$ cat config.mk
export PLATFORM = sky130hd
export DESIGN_NAME = sd_cmd_serial_host_flat
export DESIGN_NICKNAME = d
export VERILOG_FILES = /design/src/rtl/sd_cmd_serial_host_if.sv /design/src/rtl/sd_cmd_serial_host.sv /design/src/flat_wrapper.sv
export SDC_FILE = /design/constraint.sdc
export NUM_CORES = 1
export LEC_CHECK = 0
export CAP_MARGIN = 10
export CORE_ASPECT_RATIO = 0.75
export CORE_MARGIN = 3
export CORE_UTILIZATION = 50
export CTS_CLUSTER_DIAMETER = 150
export DETAILED_ROUTE_END_ITERATION = 7
export GPL_TIMING_DRIVEN = 0
export PLACE_DENSITY_LB_ADDON = 0.05
export SYNTH_ARGS = -nofsm -noshare
export SYNTH_HDL_FRONTEND = slang
export SYNTH_SLANG_ARGS = --single-unit
$ cat constraint.sdc
create_clock -name sd_clk -period 11.3 [get_ports sd_clk]
set_input_delay 1.695 -clock sd_clk [delete_from_list [all_inputs] [get_ports sd_clk]]
set_output_delay 1.695 -clock sd_clk [all_outputs]
set_load 0.05 [all_outputs]
$ cat src/rtl/sd_cmd_serial_host_if.sv
// sd_cmd_serial_host_if: issuer <-> CMD-line PHY signal bundle.
// The master is the command issuer. The slave is the serializer.
// cmd_dat_i is driven by the card side of the CMD line.
interface sd_cmd_serial_host_if;
    logic [1:0]   setting_i;
    logic [39:0]  cmd_i;
    logic         start_xfr_i;
    logic [119:0] response_o;
    logic         crc_ok_o;
    logic         index_ok_o;
    logic         finish_o;
    logic         busy_o;
    logic         timeout_o;
    logic         cmd_dat_i;
    logic         cmd_dat_o;
    logic         cmd_oe_o;

    modport master (
        output setting_i, cmd_i, start_xfr_i, cmd_dat_i,
        input  response_o, crc_ok_o, index_ok_o, finish_o, busy_o, timeout_o,
               cmd_dat_o, cmd_oe_o
    );

    modport slave (
        input  setting_i, cmd_i, start_xfr_i, cmd_dat_i,
        output response_o, crc_ok_o, index_ok_o, finish_o, busy_o, timeout_o,
               cmd_dat_o, cmd_oe_o
    );
endinterface

$ cat src/rtl/sd_cmd_serial_host.sv
// sd_cmd_serial_host: SD/eMMC CMD-line serializer.
// It sends a 48-bit command frame made of the command word, CRC7 and the end bit.
// It can also capture an R1-style (48-bit) or R2 (136-bit) response and check
// that response's CRC7 and index.
// Optional macro SD_CMD_RESP_TIMEOUT_EN bounds the wait for a response start bit.
module sd_cmd_serial_host #(
    parameter int NCC_CYCLES   = 8,
    parameter int RESP_TIMEOUT = 64
) (
    input  logic                 sd_clk,
    input  logic                 sd_rst,
    sd_cmd_serial_host_if.slave  bus
);
    typedef enum logic [2:0] {IDLE, TX, WAIT_RESP, RX, NCC, FIN} state_t;

    state_t       r_state, w_next;
    logic [1:0]   r_setting;
    logic [5:0]   r_idx;
    logic [47:0]  r_shift;
    logic [7:0]   r_cnt;
    logic [133:0] r_rx;
    logic [6:0]   r_crc;
    logic [119:0] r_resp;
    logic         r_crc_ok, r_idx_ok;
    logic [133:0] w_rx_next;
    logic         w_accept, w_rx_last, w_crc_in, w_to_expire;
    logic         w_unused;

    // Standard SD CRC7 (x^7+x^3+1), one bit per step, MSB first.
    function automatic logic [6:0] crc7_step(input logic [6:0] c, input logic b);
        logic fb;
        fb = b ^ c[6];
        return {c[5:0], 1'b0} ^ (fb ? 7'h09 : 7'h00);
    endfunction

    function automatic logic [6:0] crc7_40(input logic [39:0] d);
        logic [6:0] c;
        c = 7'h00;
        for (int i = 39; i >= 0; i--) c = crc7_step(c, d[i]);
        return c;
    endfunction

    assign w_accept  = (r_state == IDLE) && bus.start_xfr_i;
    // The frame bit at position p lands in w_rx_next[p]. The start bit at the
    // frame MSB is never stored.
    assign w_rx_next = {r_rx[132:0], bus.cmd_dat_i};
    // r_cnt counts bits already received, including the start bit.
    assign w_rx_last = (r_cnt == (r_setting[1] ? 8'd135 : 8'd47));
    // The CRC window for a short response is frame bits 46..8. The start bit is 0
    // and leaves a zero CRC unchanged, so it can be skipped. The window for a long
    // response is frame bits 127..8.
    assign w_crc_in  = r_setting[1] ? (r_cnt >= 8'd8 && r_cnt <= 8'd127)
                                    : (r_cnt <= 8'd39);
    assign w_unused  = ^{r_rx[133], w_rx_next[0]};

    assign bus.cmd_oe_o   = (r_state == TX);
    assign bus.cmd_dat_o  = (r_state == TX) ? r_shift[47] : 1'b1;
    assign bus.busy_o     = (r_state != IDLE);
    assign bus.finish_o   = (r_state == FIN);
    assign bus.response_o = r_resp;
    assign bus.crc_ok_o   = r_crc_ok;
    assign bus.index_ok_o = r_idx_ok;

    // State register
    always_ff @(posedge sd_clk or posedge sd_rst) begin
        if (sd_rst) r_state <= IDLE;
        else        r_state <= w_next;
    end

    // Next-state logic. In WAIT_RESP a start bit takes priority over a timeout expiry in the same cycle.
    always_comb begin
        w_next = r_state;
        case (r_state)
            IDLE:      if (bus.start_xfr_i) w_next = TX;
            TX:        if (r_cnt == 8'd47) w_next = r_setting[0] ? WAIT_RESP : NCC;
            WAIT_RESP: if (!bus.cmd_dat_i) w_next = RX;
                       else if (w_to_expire) w_next = FIN;
            RX:        if (w_rx_last) w_next = NCC;
            NCC:       if (r_cnt == 8'(NCC_CYCLES - 1)) w_next = FIN;
            FIN:       w_next = IDLE;
            default:   w_next = IDLE;
        endcase
    end

    // Datapath: latch the command, shift the frame out, shift the response in and grade it.
    always_ff @(posedge sd_clk or posedge sd_rst) begin
        if (sd_rst) begin
            r_setting <= 2'b00;
            r_idx     <= 6'd0;
            r_shift   <= '1;
            r_cnt     <= 8'd0;
            r_rx      <= '0;
            r_crc     <= 7'd0;
            r_resp    <= '0;
            r_crc_ok  <= 1'b0;
            r_idx_ok  <= 1'b0;
        end else begin
            case (r_state)
                IDLE: if (w_accept) begin
                    r_setting <= bus.setting_i;
                    r_idx     <= bus.cmd_i[37:32];
                    r_shift   <= {bus.cmd_i, crc7_40(bus.cmd_i), 1'b1};
                    r_cnt     <= 8'd0;
                    r_crc_ok  <= 1'b0;
                    r_idx_ok  <= 1'b0;
                end
                TX: begin
                    r_shift <= {r_shift[46:0], 1'b1};
                    r_cnt   <= r_cnt + 8'd1;
                    if (r_cnt == 8'd47) begin
                        r_cnt <= 8'd0;
                        // With nothing to check, a no-response command is reported as clean.
                        if (!r_setting[0]) begin
                            r_crc_ok <= 1'b1;
                            r_idx_ok <= 1'b1;
                        end
                    end
                end
                WAIT_RESP: if (!bus.cmd_dat_i) begin
                    r_cnt <= 8'd1;
                    r_rx  <= '0;
                    r_crc <= 7'd0;
                end
                RX: begin
                    r_rx  <= w_rx_next;
                    r_cnt <= r_cnt + 8'd1;
                    if (w_crc_in) r_crc <= crc7_step(r_crc, bus.cmd_dat_i);
                    if (w_rx_last) begin
                        r_cnt    <= 8'd0;
                        r_crc_ok <= (r_crc == w_rx_next[7:1]);
                        if (r_setting[1]) begin
                            r_resp   <= w_rx_next[127:8];
                            r_idx_ok <= (w_rx_next[133:128] == 6'h3F);
                        end else begin
                            r_resp   <= {w_rx_next[39:8], 88'd0};
                            r_idx_ok <= (w_rx_next[45:40] == r_idx);
                        end
                    end
                end
                NCC:     r_cnt <= r_cnt + 8'd1;
                default: ;
            endcase
        end
    end

`ifdef SD_CMD_RESP_TIMEOUT_EN
    localparam int TO_W = $clog2(RESP_TIMEOUT + 1);
    logic [TO_W-1:0] r_to_cnt;
    logic            r_timeout;

    assign w_to_expire   = (r_state == WAIT_RESP) && (r_to_cnt == TO_W'(RESP_TIMEOUT - 1));
    assign bus.timeout_o = r_timeout;

    // Count cycles spent in WAIT_RESP. The timeout flag is set on expiry and is held until the next accepted command.
    always_ff @(posedge sd_clk or posedge sd_rst) begin
        if (sd_rst) begin
            r_to_cnt  <= '0;
            r_timeout <= 1'b0;
        end else begin
            r_to_cnt <= (r_state == WAIT_RESP) ? r_to_cnt + 1'b1 : '0;
            if (w_accept)                         r_timeout <= 1'b0;
            else if (w_to_expire && bus.cmd_dat_i) r_timeout <= 1'b1;
        end
    end
`else
    assign w_to_expire   = 1'b0;
    assign bus.timeout_o = 1'b0;
`endif

endmodule

$ cat src/flat_wrapper.sv
// flat-port wrapper written by rule: the top's interface ports become plain ports
module sd_cmd_serial_host_flat 
#(
    parameter int NCC_CYCLES   = 8,
    parameter int RESP_TIMEOUT = 64
)
  (sd_clk, sd_rst, bus_setting_i, bus_cmd_i, bus_start_xfr_i, bus_cmd_dat_i, bus_response_o, bus_crc_ok_o, bus_index_ok_o, bus_finish_o, bus_busy_o, bus_timeout_o, bus_cmd_dat_o, bus_cmd_oe_o);
  sd_cmd_serial_host_if bus_i ();
  input  logic sd_clk;
  input  logic sd_rst;
  input wire logic [$bits(bus_i.setting_i)-1:0] bus_setting_i;
  input wire logic [$bits(bus_i.cmd_i)-1:0] bus_cmd_i;
  input wire logic [$bits(bus_i.start_xfr_i)-1:0] bus_start_xfr_i;
  input wire logic [$bits(bus_i.cmd_dat_i)-1:0] bus_cmd_dat_i;
  output wire logic [$bits(bus_i.response_o)-1:0] bus_response_o;
  output wire logic [$bits(bus_i.crc_ok_o)-1:0] bus_crc_ok_o;
  output wire logic [$bits(bus_i.index_ok_o)-1:0] bus_index_ok_o;
  output wire logic [$bits(bus_i.finish_o)-1:0] bus_finish_o;
  output wire logic [$bits(bus_i.busy_o)-1:0] bus_busy_o;
  output wire logic [$bits(bus_i.timeout_o)-1:0] bus_timeout_o;
  output wire logic [$bits(bus_i.cmd_dat_o)-1:0] bus_cmd_dat_o;
  output wire logic [$bits(bus_i.cmd_oe_o)-1:0] bus_cmd_oe_o;
  assign bus_i.setting_i = bus_setting_i;
  assign bus_i.cmd_i = bus_cmd_i;
  assign bus_i.start_xfr_i = bus_start_xfr_i;
  assign bus_i.cmd_dat_i = bus_cmd_dat_i;
  assign bus_response_o = bus_i.response_o;
  assign bus_crc_ok_o = bus_i.crc_ok_o;
  assign bus_index_ok_o = bus_i.index_ok_o;
  assign bus_finish_o = bus_i.finish_o;
  assign bus_busy_o = bus_i.busy_o;
  assign bus_timeout_o = bus_i.timeout_o;
  assign bus_cmd_dat_o = bus_i.cmd_dat_o;
  assign bus_cmd_oe_o = bus_i.cmd_oe_o;
  sd_cmd_serial_host #(.NCC_CYCLES(NCC_CYCLES), .RESP_TIMEOUT(RESP_TIMEOUT)) u_core (.sd_clk(sd_clk), .sd_rst(sd_rst), .bus(bus_i));
endmodule
======== Word level (Yosys, flattened, before mapping) ========
Index checks and enable logic that the tools add are counted.
W data, S select, Z words.
word-level totals
  bits in registers ....................... 329
  bits of input ports ..................... 46
  output and inout bits ................... 127
cells by class
  add/subtract/negate cells ............... 1
  magnitude comparators ................... 3
  equality and inequality tests ........... 19
  multiplexer cells ....................... 72
  bitwise logic cells ..................... 80
  reduce and logical (&&, ||, !) cells .... 16
operator list
  kind                   count
  $xor A7 B7 Y7          40
  $pmux W133 S2          1
  $mux W4                41
  $mux W133              1
  $mux W120              1
  $pmux W48 S2           1
  $mux W48               1
  $mux W8                5
  $pmux W8 S5            1
  $xor A1 B1 Y1          39
  $mux W3                6
  $pmux W3 S5            1
  $mux W7                2
  $pmux W7 S2            1
  $ne A2 B1 Y1 const B   5
  $reduce_and A5 Y1      2
  $add A8 B1 Y8 const B  1
  $eq A8 B3 Y1 const B   1
  $eq A8 B6 Y1 const B   1
  $eq A8 B8 Y1           1
  $ge A8 B4 Y1 const B   1
  $le A8 B6 Y1 const B   1
  $le A8 B7 Y1 const B   1
  $mux W1                8
  other kinds (16)       28

======== Logic depth before layout (Yosys ltp) ========
Gate-level depths: netlist of run 1.
  word-level depth ........................ 119
  mapped depth ............................ 10
  gate-level depth less buffers ........... 7

======== Worst setup path after synthesis of run 1 ========
No wires, ideal clock.
  kind .................................... in2reg
  from .................................... in bus_cmd_i[35]
  to ...................................... reg u_core.r_shift[4]
  arrival ................................. 3.778 ns
  setup slack ............................. 7.439 ns
  cell stages on the path ................. 6
  path buffers ............................ 0
  cells stage by stage .................... xnor3_2 xor2_2 xnor3_1 xnor3_2 xnor3_1 a221o_1
on the way
  cells in the longest elaborated chain, start to end .. 56
  elaborated cells between the ends (all ways) .. 80
ends and longest elaborated chain
  element                                         line                                                text
  from (decl)                                     flat_wrapper.sv:12                                  input wire logic [$bits(bus_i.cmd_i)-1:0] bus_cmd_i;
  $xor A1 B1 Y1 (*)                               sd_cmd_serial_host.sv:32                            fb = b ^ c[6];
  $mux W4 (*)                                     sd_cmd_serial_host.sv:33                            return {c[5:0], 1'b0} ^ (fb ? 7'h09 : 7'h00);
  $xor A7 B7 Y7 (*) (4 in a row)                  sd_cmd_serial_host.sv:33
  $xor A1 B1 Y1 or $xor A7 B7 Y7 (tied branches)  sd_cmd_serial_host.sv:32, sd_cmd_serial_host.sv:33
  $mux W4 or $xor A7 B7 Y7 (tied branches)        sd_cmd_serial_host.sv:33
  $xor A7 B7 Y7 (*) (4 in a row)                  sd_cmd_serial_host.sv:33
  $xor A1 B1 Y1 or $xor A7 B7 Y7 (tied branches)  sd_cmd_serial_host.sv:32, sd_cmd_serial_host.sv:33
  $mux W4 or $xor A7 B7 Y7 (tied branches)        sd_cmd_serial_host.sv:33
  [28 not listed]                                 n/a
  $xor A1 B1 Y1 or $xor A7 B7 Y7 (tied branches)  sd_cmd_serial_host.sv:32, sd_cmd_serial_host.sv:33
  $mux W4 or $xor A7 B7 Y7 (tied branches)        sd_cmd_serial_host.sv:33
  $xor A7 B7 Y7 (*) (4 in a row)                  sd_cmd_serial_host.sv:33
  $xor A1 B1 Y1 or $xor A7 B7 Y7 (tied branches)  sd_cmd_serial_host.sv:32, sd_cmd_serial_host.sv:33
  $mux W4 or $xor A7 B7 Y7 (tied branches)        sd_cmd_serial_host.sv:33
  $xor A7 B7 Y7 (*) (4 in a row)                  sd_cmd_serial_host.sv:33
  $mux W48 (*)                                    sd_cmd_serial_host.sv:99                            IDLE: if (w_accept) begin
  $pmux W48 S2 (*)                                sd_cmd_serial_host.sv:98                            case (r_state)
  to (signal assigned)                            sd_cmd_serial_host.sv:102                           r_shift <= {bus.cmd_i, crc7_40(bus.cmd_i), 1'b1};
  to (signal assigned)                            sd_cmd_serial_host.sv:108                           r_shift <= {r_shift[46:0], 1'b1};
  to (decl)                                       sd_cmd_serial_host.sv:19                            logic [47:0] r_shift;
Every way passes the cells marked *; elsewhere a longest branch is shown, timed or not. The select of a mux whose other input is x is not followed.
A chain may end at the register's enable or synchronous reset.

======== Worst setup path after layout of run 1 ========
  from .................................... reg u_core.r_state[0]
  to ...................................... out bus_cmd_oe_o
on the way
  cells in the longest elaborated chain, start to end .. 1
ends and longest elaborated chain
  element                 line                      text
  from (decl)             sd_cmd_serial_host.sv:16  state_t r_state, w_next;
  from (signal assigned)  sd_cmd_serial_host.sv:67  else r_state <= w_next;
  $eq A3 B1 Y1            sd_cmd_serial_host.sv:56  assign bus.cmd_oe_o = (r_state == TX);
  to (decl)               flat_wrapper.sv:22        output wire logic [$bits(bus_i.cmd_oe_o)-1:0] bus_cmd_oe_o;
Every way passes these cells.

==> impl_metrics.yaml, run 1 <==
final_layout:
  final_cell_area_um2: 17430
  area_growth_pct: 24.09
  postLayoutCoreUtil_pct: 63.80
  drive_above_1_share_pct: 7.733
  fillers: 2239
  diodes: 0
  finalNetCount: 1548
pwr:
  vdd_drop_max_uv: 129.5
  power_density_nw_per_um2: 211.9
  leakagePower_nw: 7.706
sta:
  fmax_ghz: 0.2017
  relSlewSlack_pct: 46.35
  post-route-min-period_ps: 4958
  fin_skew_ps: 14.97
  setup_viol_count_final: 0
  finalCritPeriodShare_pct: 43.88
  hold_violations: 0
  tightest_slew_ps: 799.3
  timing.final.max_slew_violations: 0
  rsz0062_at_grt: "false"
floorplanning:
  rows: 52
  die_x_um: 199.6
  fp.coreArea_um2: 27330
  ioPinCount: 173
  dieArea_um2: 30170
  die_h_um: 151.2
  start_util_pct: 51.41
place:
  placed_area_um2: 16250
  gp_congestion: 0.8243
  dpl.hpwl_um: 23780
  numPortBuffers: 170
route:
  top_layer: "met4"
  drt-met1-wl_um: 17290
  dr_wl_met2_um: 14950
  vias: 10350
  drt_iter0_drc: 747
  drtAntennaViolNets: 0
  viasPerCell: 5.516
  wl_met3_um: 1511
  wirelength_um: 34150
  dr.pass1.iters: 6
  drc_errors: 0
  wl_per_cell_um: 18.19
clocking:
  post-cts-setup-buffer-count: 0
  cts_buffers: 35
  cts_max_path_buffers: 3
  clk_pin_slew_ps: 60
  cts.repair.resized: 0
  cts_tree: "built"
  clock_sinks: 328
  clk_latency_ps: 510
  h-tree-depth: 2
  ctsRootBufferMaster: "clkbuf_16"
  cts_hold_buf: 0
global_routing:
  grt_overflow: 0
  track_usage_pct: 23.01
  grt_pass1_wl_um: 55720
  antenna_found_initial: 0
  grt_max_degree: 129
  grt_pass1_vias: 10280
worst_setup_path:
  rr_endpoint: "u_core.bus.response_o[5]"
  crit_path_frequent_cell: "clkbuf_1"
  worst_ep_arrival_time_ps: 3260
  crit_chain: "clkbuf_1, or3b_2, clkbuf_1, clkinv_1, clkbuf_1, clkdlybuf4s50_1"
  endpoint_kind: "primary output"
  start_kind: "flip-flop"
  cp_slowest_cell: "clkdlybuf4s50_1"
  rrSetupSlack_ps: 7410
  r2r_start: "u_core.r_setting[1]"
  cp_max_fo: 10
  reg2reg_depth: 10
  worst_ep_required_time_ps: 9610
  worst_path_largest_cell_delay_ps: 910
  critical_path_class: "flip-flop to primary output"
logic_synthesis:
  synthXorXnorAreaFrac_pct: 7.909
  yosys-top-cells-count: "281 x dfrtp_1, 265 x nand2_1, 145 x o21ai_0"
  synth_top_family_by_area: "compound AO/OA/AOI/OAI gates"
  synth_fa_ha_area_share_pct: 0.1781
  synth_edf_count: 0
  synth.area.top_cells: "dfrtp_1 50%, dfstp_2 8.8%, a22o_1 8.2%"
  ys_ff_latch: 328
  yosysUniqueCellTypes: 52
  synthMuxAreaShare_pct: 2.360
  synth_most_common_cell: "dfrtp_1"
  yosysWarnings: 0
  ys.flop_type: "dfrtp_1"
  async_flop_share_pct: 100.0
  synthSimpleGateAreaFrac_pct: 11.36
  synth_area_leader_cell: "dfrtp_1"
  synth-compound-area-share_pct: 16.33
  synth_top_area_share_pct: 50.05
  syn_nets: 1339
  yosysSeqAreaShare_pct: 58.84
  syn_inst: 1291
  syn_area_um2: 14050
  avgSynthCellArea_um2: 10.88
hold_path:
  hold_path_depth: 2
  hold_path.class: "flip-flop to flip-flop"
  min-delay-start: "u_core.r_shift[8]"
  holdPathEnd: "u_core.r_shift[8]"
flow_run:
  maxCapViolations: 0
run_status:
  status: "completed"
power by group:
part	switching, mW	total (mW)	internal (mW)
combinational	0.634	1.09	0.453
sequential	0.0827	1.45	1.36
clock	0.465	1.16	0.695
layout by cell type (no fill, tap or decap), types with 3 or more instances in the layout:
master | synthesis | routed
xnor3_1 | 23 | 23
o21ai_0 | 145 | 145
nand2b_1 | 5 | 5
nor2_1 | 77 | 77
clkinv_2 | 0 | 4
clkbuf_8 | 0 | 13
a22o_1 | 132 | 132
clkdlybuf4s50_1 | 0 | 170
a21oi_1 | 9 | 9
inv_1 | 13 | 12
clkbuf_16 | 0 | 36
o31ai_1 | 3 | 3
clkbuf_1 | 84 | 91
nand3_1 | 16 | 16
or2_2 | 3 | 3
xnor2_1 | 35 | 35
o22ai_1 | 32 | 32
mux2i_1 | 32 | 32
nor3_1 | 7 | 7
xor2_1 | 19 | 19
nand2_1 | 265 | 265
dfrtp_1 | 281 | 281
dfstp_2 | 47 | 47
a22oi_1 | 3 | 3
buf_1 | 11 | 11
and3_1 | 8 | 8
per-layer routing:
metal / vias to the layer above / global-route usage (%)
met5: - / 0
met3: 39 / 3.002
met4: 0 / 3.870
li1: 4902 / -
met1: 5178 / 37.20
met2: 235 / 33.85
final cells by class:
cell class | instances | area (um^2) | area share [%]
clock buffer | 56 | 1106 | 6.345
clock inverter | 7 | 75.07 | 0.4306
tap | 351 | 439.2 | 2.519
multi-input combinational | 852 | 5360 | 30.75
timing repair buffer | 172 | 1757 | 10.08
inverter | 14 | 60.06 | 0.3445
buffer | 97 | 369.1 | 2.117
sequential | 328 | 8267 | 47.42
worst max-delay path: cells and delay by family (launching register included):
kind          cells  cell delay (ps)
flops             1              320
buf+inv           5             1980
simple gates      1              460
state kept, by name (all words and copies together), names as in the netlist, 2 cells and up:
signal,flops
u_core.r_crc,7
u_core.r_rx,133
u_core.r_setting,2
u_core.bus.response_o,120
u_core.r_idx,6
u_core.r_shift,47
u_core.r_cnt,8
u_core.r_state,3
cells by family after synthesis:
kind of cell,Yosys count
simple gates,394
mux,33
compound gates,339
other cells,1
flops,328
buf+inv,111
fa+ha+maj,2
xor+xnor,83
stage by stage:
step / std cells / hold WS, ps / TNS [ps] / power (mW) / worst slack, ps
floorplan: 1291 / 439.0 / 0 / 2.270 / 599.7
global placement: 1812 / 446.7 / -969390 / 2.522 / -3491
detailed placement: 1814 / 450.6 / 0 / 2.552 / 6533
CTS: 1877 / 460.3 / 0 / 3.718 / 6342
global route: 1877 / 480.2 / 0 / 3.896 / 6227
finish: 1877 / 457.2 / 0 / 3.694 / 6342
how the worst max path moves through the flow:
stage	start	endpoint	cells after the start
2_1_floorplan	sd_rst	u_core.bus.crc_ok_o	1
3_3_place_gp	sd_rst	u_core.bus.response_o[65]	2
3_5_place_dp	bus_cmd_i[35]	u_core.r_shift[4]	7
4_1_cts	u_core.r_state[0]	bus_cmd_oe_o	6
5_1_grt	u_core.r_state[0]	bus_cmd_oe_o	6
6_report	u_core.r_state[0]	bus_cmd_oe_o	6
Note: power is estimated with default switching activity, not from simulation.
==> inputs of run 2 (changes only) <==
clock period = 4.7 ns   (was 11.3 ns; I/O delays follow)
==> impl_metrics.yaml, run 2 (synthesis gave the netlist of run 1 again) <==
clocking:
  cts_max_path_buffers: 3
  clk_pin_slew_ps: 60
  cts_tree: "built"
  cts_hold_buf: 0
  cts.repair.resized: 0
  post-cts-setup-buffer-count: 0
  ctsRootBufferMaster: "clkbuf_16"
  cts_buffers: 34
  clock_sinks: 328
  clk_latency_ps: 510
  h-tree-depth: 2
final_layout:
  mostFrequentLayoutCell: "dfrtp_1"
  area_growth_pct: 24.36
  diodes: 0
  finalNetCount: 1554
  largest_reg_flops: 133
  final_cell_area_um2: 17470
  layout_common_cells: "281 x dfrtp_1, 265 x nand2_1, 170 x clkdlybuf4s50_1"
  fillers: 2212
  layout.cells.non_filler: 1880
  regMostFlops: "u_core.r_rx"
  drive_above_1_share_pct: 7.979
worst_setup_path:
  start_kind: "flip-flop"
  crit_chain: "clkbuf_1, nor4bb_1, o2111ai_1, or2_2, clkbuf_1, clkbuf_1, clkbuf_1, clkbuf_1, nand2_1, o21ai_0"
  crit_path_frequent_cell: "clkbuf_1"
  endpoint_kind: "flip-flop"
  critical_path_class: "flip-flop to flip-flop"
  worst_path_largest_cell_delay_ps: 660
  worst_ep_required_time_ps: 5110
  worst_ep_arrival_time_ps: 4440
  cp_max_fo: 10
  cp_slowest_cell: "clkbuf_1"
route:
  drt_iter0_drc: 664
  vias: 10430
  dr.pass1.iters: 5
  drc_errors: 0
  drtAntennaViolNets: 0
  wirelength_um: 34360
  viasPerCell: 5.545
  wl_per_cell_um: 18.28
sta:
  tightest_slew_ps: 785.1
  rsz0062_at_grt: "false"
  fmax_ghz: 0.2485
  final.setup.tns_ps: 0
  hold_violations: 0
  setup_viol_count_final: 0
  fin_skew_ps: 13.25
  timing.final.max_slew_violations: 0
  fin_hold_ws_ps: 462.2
  relSlewSlack_pct: 47.66
  finalCritPeriodShare_pct: 85.62
  post-route-min-period_ps: 4024
place:
  dpl.hpwl_um: 24900
  numPortBuffers: 170
  placedCellCount: 1821
  placed_area_um2: 16380
  gp_congestion: 0.8360
floorplanning:
  fp.coreArea_um2: 27330
  start_util_pct: 51.41
  ioPinCount: 173
  die_h_um: 151.2
  die_x_um: 199.6
  rows: 52
  dieArea_um2: 30170
flow_run:
  maxCapViolations: 0
hold_path:
  hold_path.class: "flip-flop to flip-flop"
pwr:
  leakagePower_nw: 7.719
  vdd_drop_max_uv: 352.3
  power_density_nw_per_um2: 500.6
global_routing:
  grt_pass1_vias: 10350
  grt_max_degree: 43
  track_usage_pct: 23.28
  grt_overflow: 0
  grt_pass1_wl_um: 55830
  antenna_found_initial: 0
run_status:
  status: "completed"
[run 2: final timing paths]
| kind | startpoint | endpoint | slack [ps] | depth (start not counted) |
|---|---|---|---|---|
| min in group asynchronous | sd_rst | u_core.bus.response_o[24] | 530 | 2 |
| max in group asynchronous | sd_rst | u_core.bus.response_o[62] | 3130 | 5 |
| setup / recovery | u_core.r_setting[1] | u_core.bus.response_o[22] | 680 | 10 |
| setup reg to reg | u_core.r_setting[1] | u_core.bus.response_o[22] | 680 | 10 |
| hold / removal | u_core.r_shift[8] | u_core.r_shift[8] | 460 | 2 |
| hold reg to reg | u_core.r_shift[8] | u_core.r_shift[8] | 460 | 2 |
[run 2: through the flow]
stage	utilization (%)	power (mW)	worst slack, ps
2_1_floorplan	-	5.459	-345.3
4_1_cts	63.93	8.810	656.0
3_3_place_gp	59.26	6.062	-2624
6_report	63.93	8.746	676.1
5_1_grt	63.93	9.239	397.9
3_5_place_dp	59.95	6.141	676.1
[run 2: routing by layer]
metal / GRT usage [%] / vias up / part of all wire [%] / routed length (um)
met5: 0 / - / 0 / 0
met4: 5.021 / 0 / 1.7 / 568
met3: 3.425 / 55 / 5.4 / 1863
met2: 34.19 / 266 / 44 / 15010
met1: 36.95 / 5200 / 49 / 16920
li1: - / 4904 / - / -
[run 2: power by group]
group,internal (mW),leakage (nW),switching [mW]
Combinational,1.10,2.78,1.52
Clock,1.55,0.542,1.10
Sequential,3.28,4.39,0.200
Total,5.93,7.72,2.82
[run 2: cell type report]
cell class	instances	area, um^2	area share (%)
multi-input combinational	852	5360	30.68
clock buffer	49	1008	5.772
timing repair buffer	179	1889	10.81
inverter	14	56.30	0.3223
tap	351	439.2	2.514
sequential	328	8267	47.32
buffer	97	369.1	2.113
clock inverter	10	81.33	0.4655
[run 2: critical path: cells and delay by family, from the launching register on]
family | cells | cell delay, ps
compound gates | 2 | 460
buf+inv | 5 | 2730
flops | 1 | 320
simple gates | 3 | 420
==> inputs of run 3 (changes only) <==
CORE_UTILIZATION = 55   (was 50)
==> impl_metrics.yaml, run 3 (synthesis gave the netlist of run 1 again) <==
place:
  dpl.hpwl_um: 24200
  gp_congestion: 0.8533
  post-place-ws_ps: 804.5
  placed_area_um2: 16350
  numPortBuffers: 170
  placedCellCount: 1801
sta:
  post-route-min-period_ps: 4005
  timing.final.max_slew_violations: 0
  rsz0062_at_grt: "false"
  fmax_ghz: 0.2497
  fin_skew_ps: 11.60
  setup_viol_count_final: 0
  fin_hold_ws_ps: 463.8
  tightest_slew_ps: 801.6
  final.setup.tns_ps: 0
  finalCritPeriodShare_pct: 85.22
  setup_slack_ps: 694.6
  hold_violations: 0
  relSlewSlack_pct: 46.56
clocking:
  h-tree-depth: 1
  post-cts-setup-buffer-count: 0
  cts.repair.resized: 0
  clock_sinks: 328
  clk_latency_ps: 550
  cts_tree: "built"
  clk_pin_slew_ps: 60
  cts_max_path_buffers: 3
  cts_hold_buf: 0
  ctsRootBufferMaster: "clkbuf_16"
  cts_buffers: 31
final_layout:
  area_growth_pct: 24.15
  layout.cells.non_filler: 1859
  diodes: 0
  largest_reg_flops: 133
  mostFrequentLayoutCell: "dfrtp_1"
  regMostFlops: "u_core.r_rx"
  fillers: 1825
  finalNetCount: 1551
  drive_above_1_share_pct: 7.984
  layout_common_cells: "281 x dfrtp_1, 265 x nand2_1, 170 x clkdlybuf4s50_1"
  final_cell_area_um2: 17440
  postLayoutCoreUtil_pct: 71.12
route:
  wirelength_um: 33400
  dr.pass1.iters: 5
  vias: 10470
  drtAntennaViolNets: 0
  drt_iter0_drc: 725
  viasPerCell: 5.630
  wl_per_cell_um: 17.97
  drc_errors: 0
floorplanning:
  ioPinCount: 173
  die_h_um: 144.4
  die_x_um: 190.5
  rows: 49
  fp.coreArea_um2: 24520
  dieArea_um2: 27520
  start_util_pct: 57.29
flow_run:
  maxCapViolations: 0
pwr:
  power_mw: 8.728
  vdd_drop_max_uv: 348.6
  power_density_nw_per_um2: 500.5
  leakagePower_nw: 7.716
global_routing:
  grt_overflow: 0
  grt_pass1_wl_um: 55610
  grt_pass1_vias: 10610
  track_usage_pct: 24.94
  antenna_found_initial: 0
  grt_max_degree: 44
worst_setup_path:
  worst_ep_required_time_ps: 3990
  cp_max_fo: 10
  endpoint_kind: "primary output"
  start_kind: "flip-flop"
  critical_path_class: "flip-flop to primary output"
  worst_ep_arrival_time_ps: 3300
hold_path:
  hold_path.class: "flip-flop to flip-flop"
run_status:
  status: "completed"
-- run 3: cell count changes in the layout (fill, tap and decap cells not counted) --
cell       previous run  this run
bufinv_16             1         4
clkbuf_16            35        32
buf_12                8         9
buf_16                1         0
clkbuf_1             90        89
clkbuf_8              8         7
clkinv_2              7         8
-- run 3: power by group --
group	switching, mW	internal [mW]
Clock	1.06	1.57
Sequential	0.198	3.28
Combinational	1.52	1.10
-- run 3: layer usage --
layer  vias up  global-route usage (%)  share of wire [%]
met5         -                       0                  0
met4         0                   4.747                1.4
met3        37                   3.489                5.6
met2       297                   37.56                 44
met1      5225                   39.36                 49
li1       4908                       -                  -
-- run 3: final timing paths --
| check | startpoint | endpoint | slack, ps | cells past startpoint |
|---|---|---|---|---|
| max | u_core.r_state[0] | bus_cmd_oe_o | 690 | 6 |
| min | u_core.r_shift[8] | u_core.r_shift[8] | 460 | 2 |
| max reg2reg | u_core.r_setting[1] | u_core.bus.response_o[20] | 820 | 10 |
| min reg2reg | u_core.r_shift[8] | u_core.r_shift[8] | 460 | 2 |
| max in group asynchronous | sd_rst | u_core.bus.response_o[68] | 2800 | 6 |
| min in group asynchronous | sd_rst | u_core.bus.response_o[107] | 590 | 2 |
-- run 3: critical path, cell delays in order (launching register included) --
cell and delay (ps):
dfrtp_1 320, clkbuf_1 200, or3b_2 460, clkbuf_1 200
clkinv_1 200, clkbuf_1 470, clkdlybuf4s50_1 910
-- run 3: final cells by class --
class | instances | area (um^2) | area share (%)
multi-input combinational | 852 | 5360 | 30.73
clock buffer | 44 | 915.9 | 5.251
timing repair buffer | 179 | 1882 | 10.79
clock inverter | 14 | 176.4 | 1.012
tap | 331 | 414.1 | 2.375
sequential | 328 | 8267 | 47.40
inverter | 14 | 56.30 | 0.3228
buffer | 97 | 369.1 | 2.116
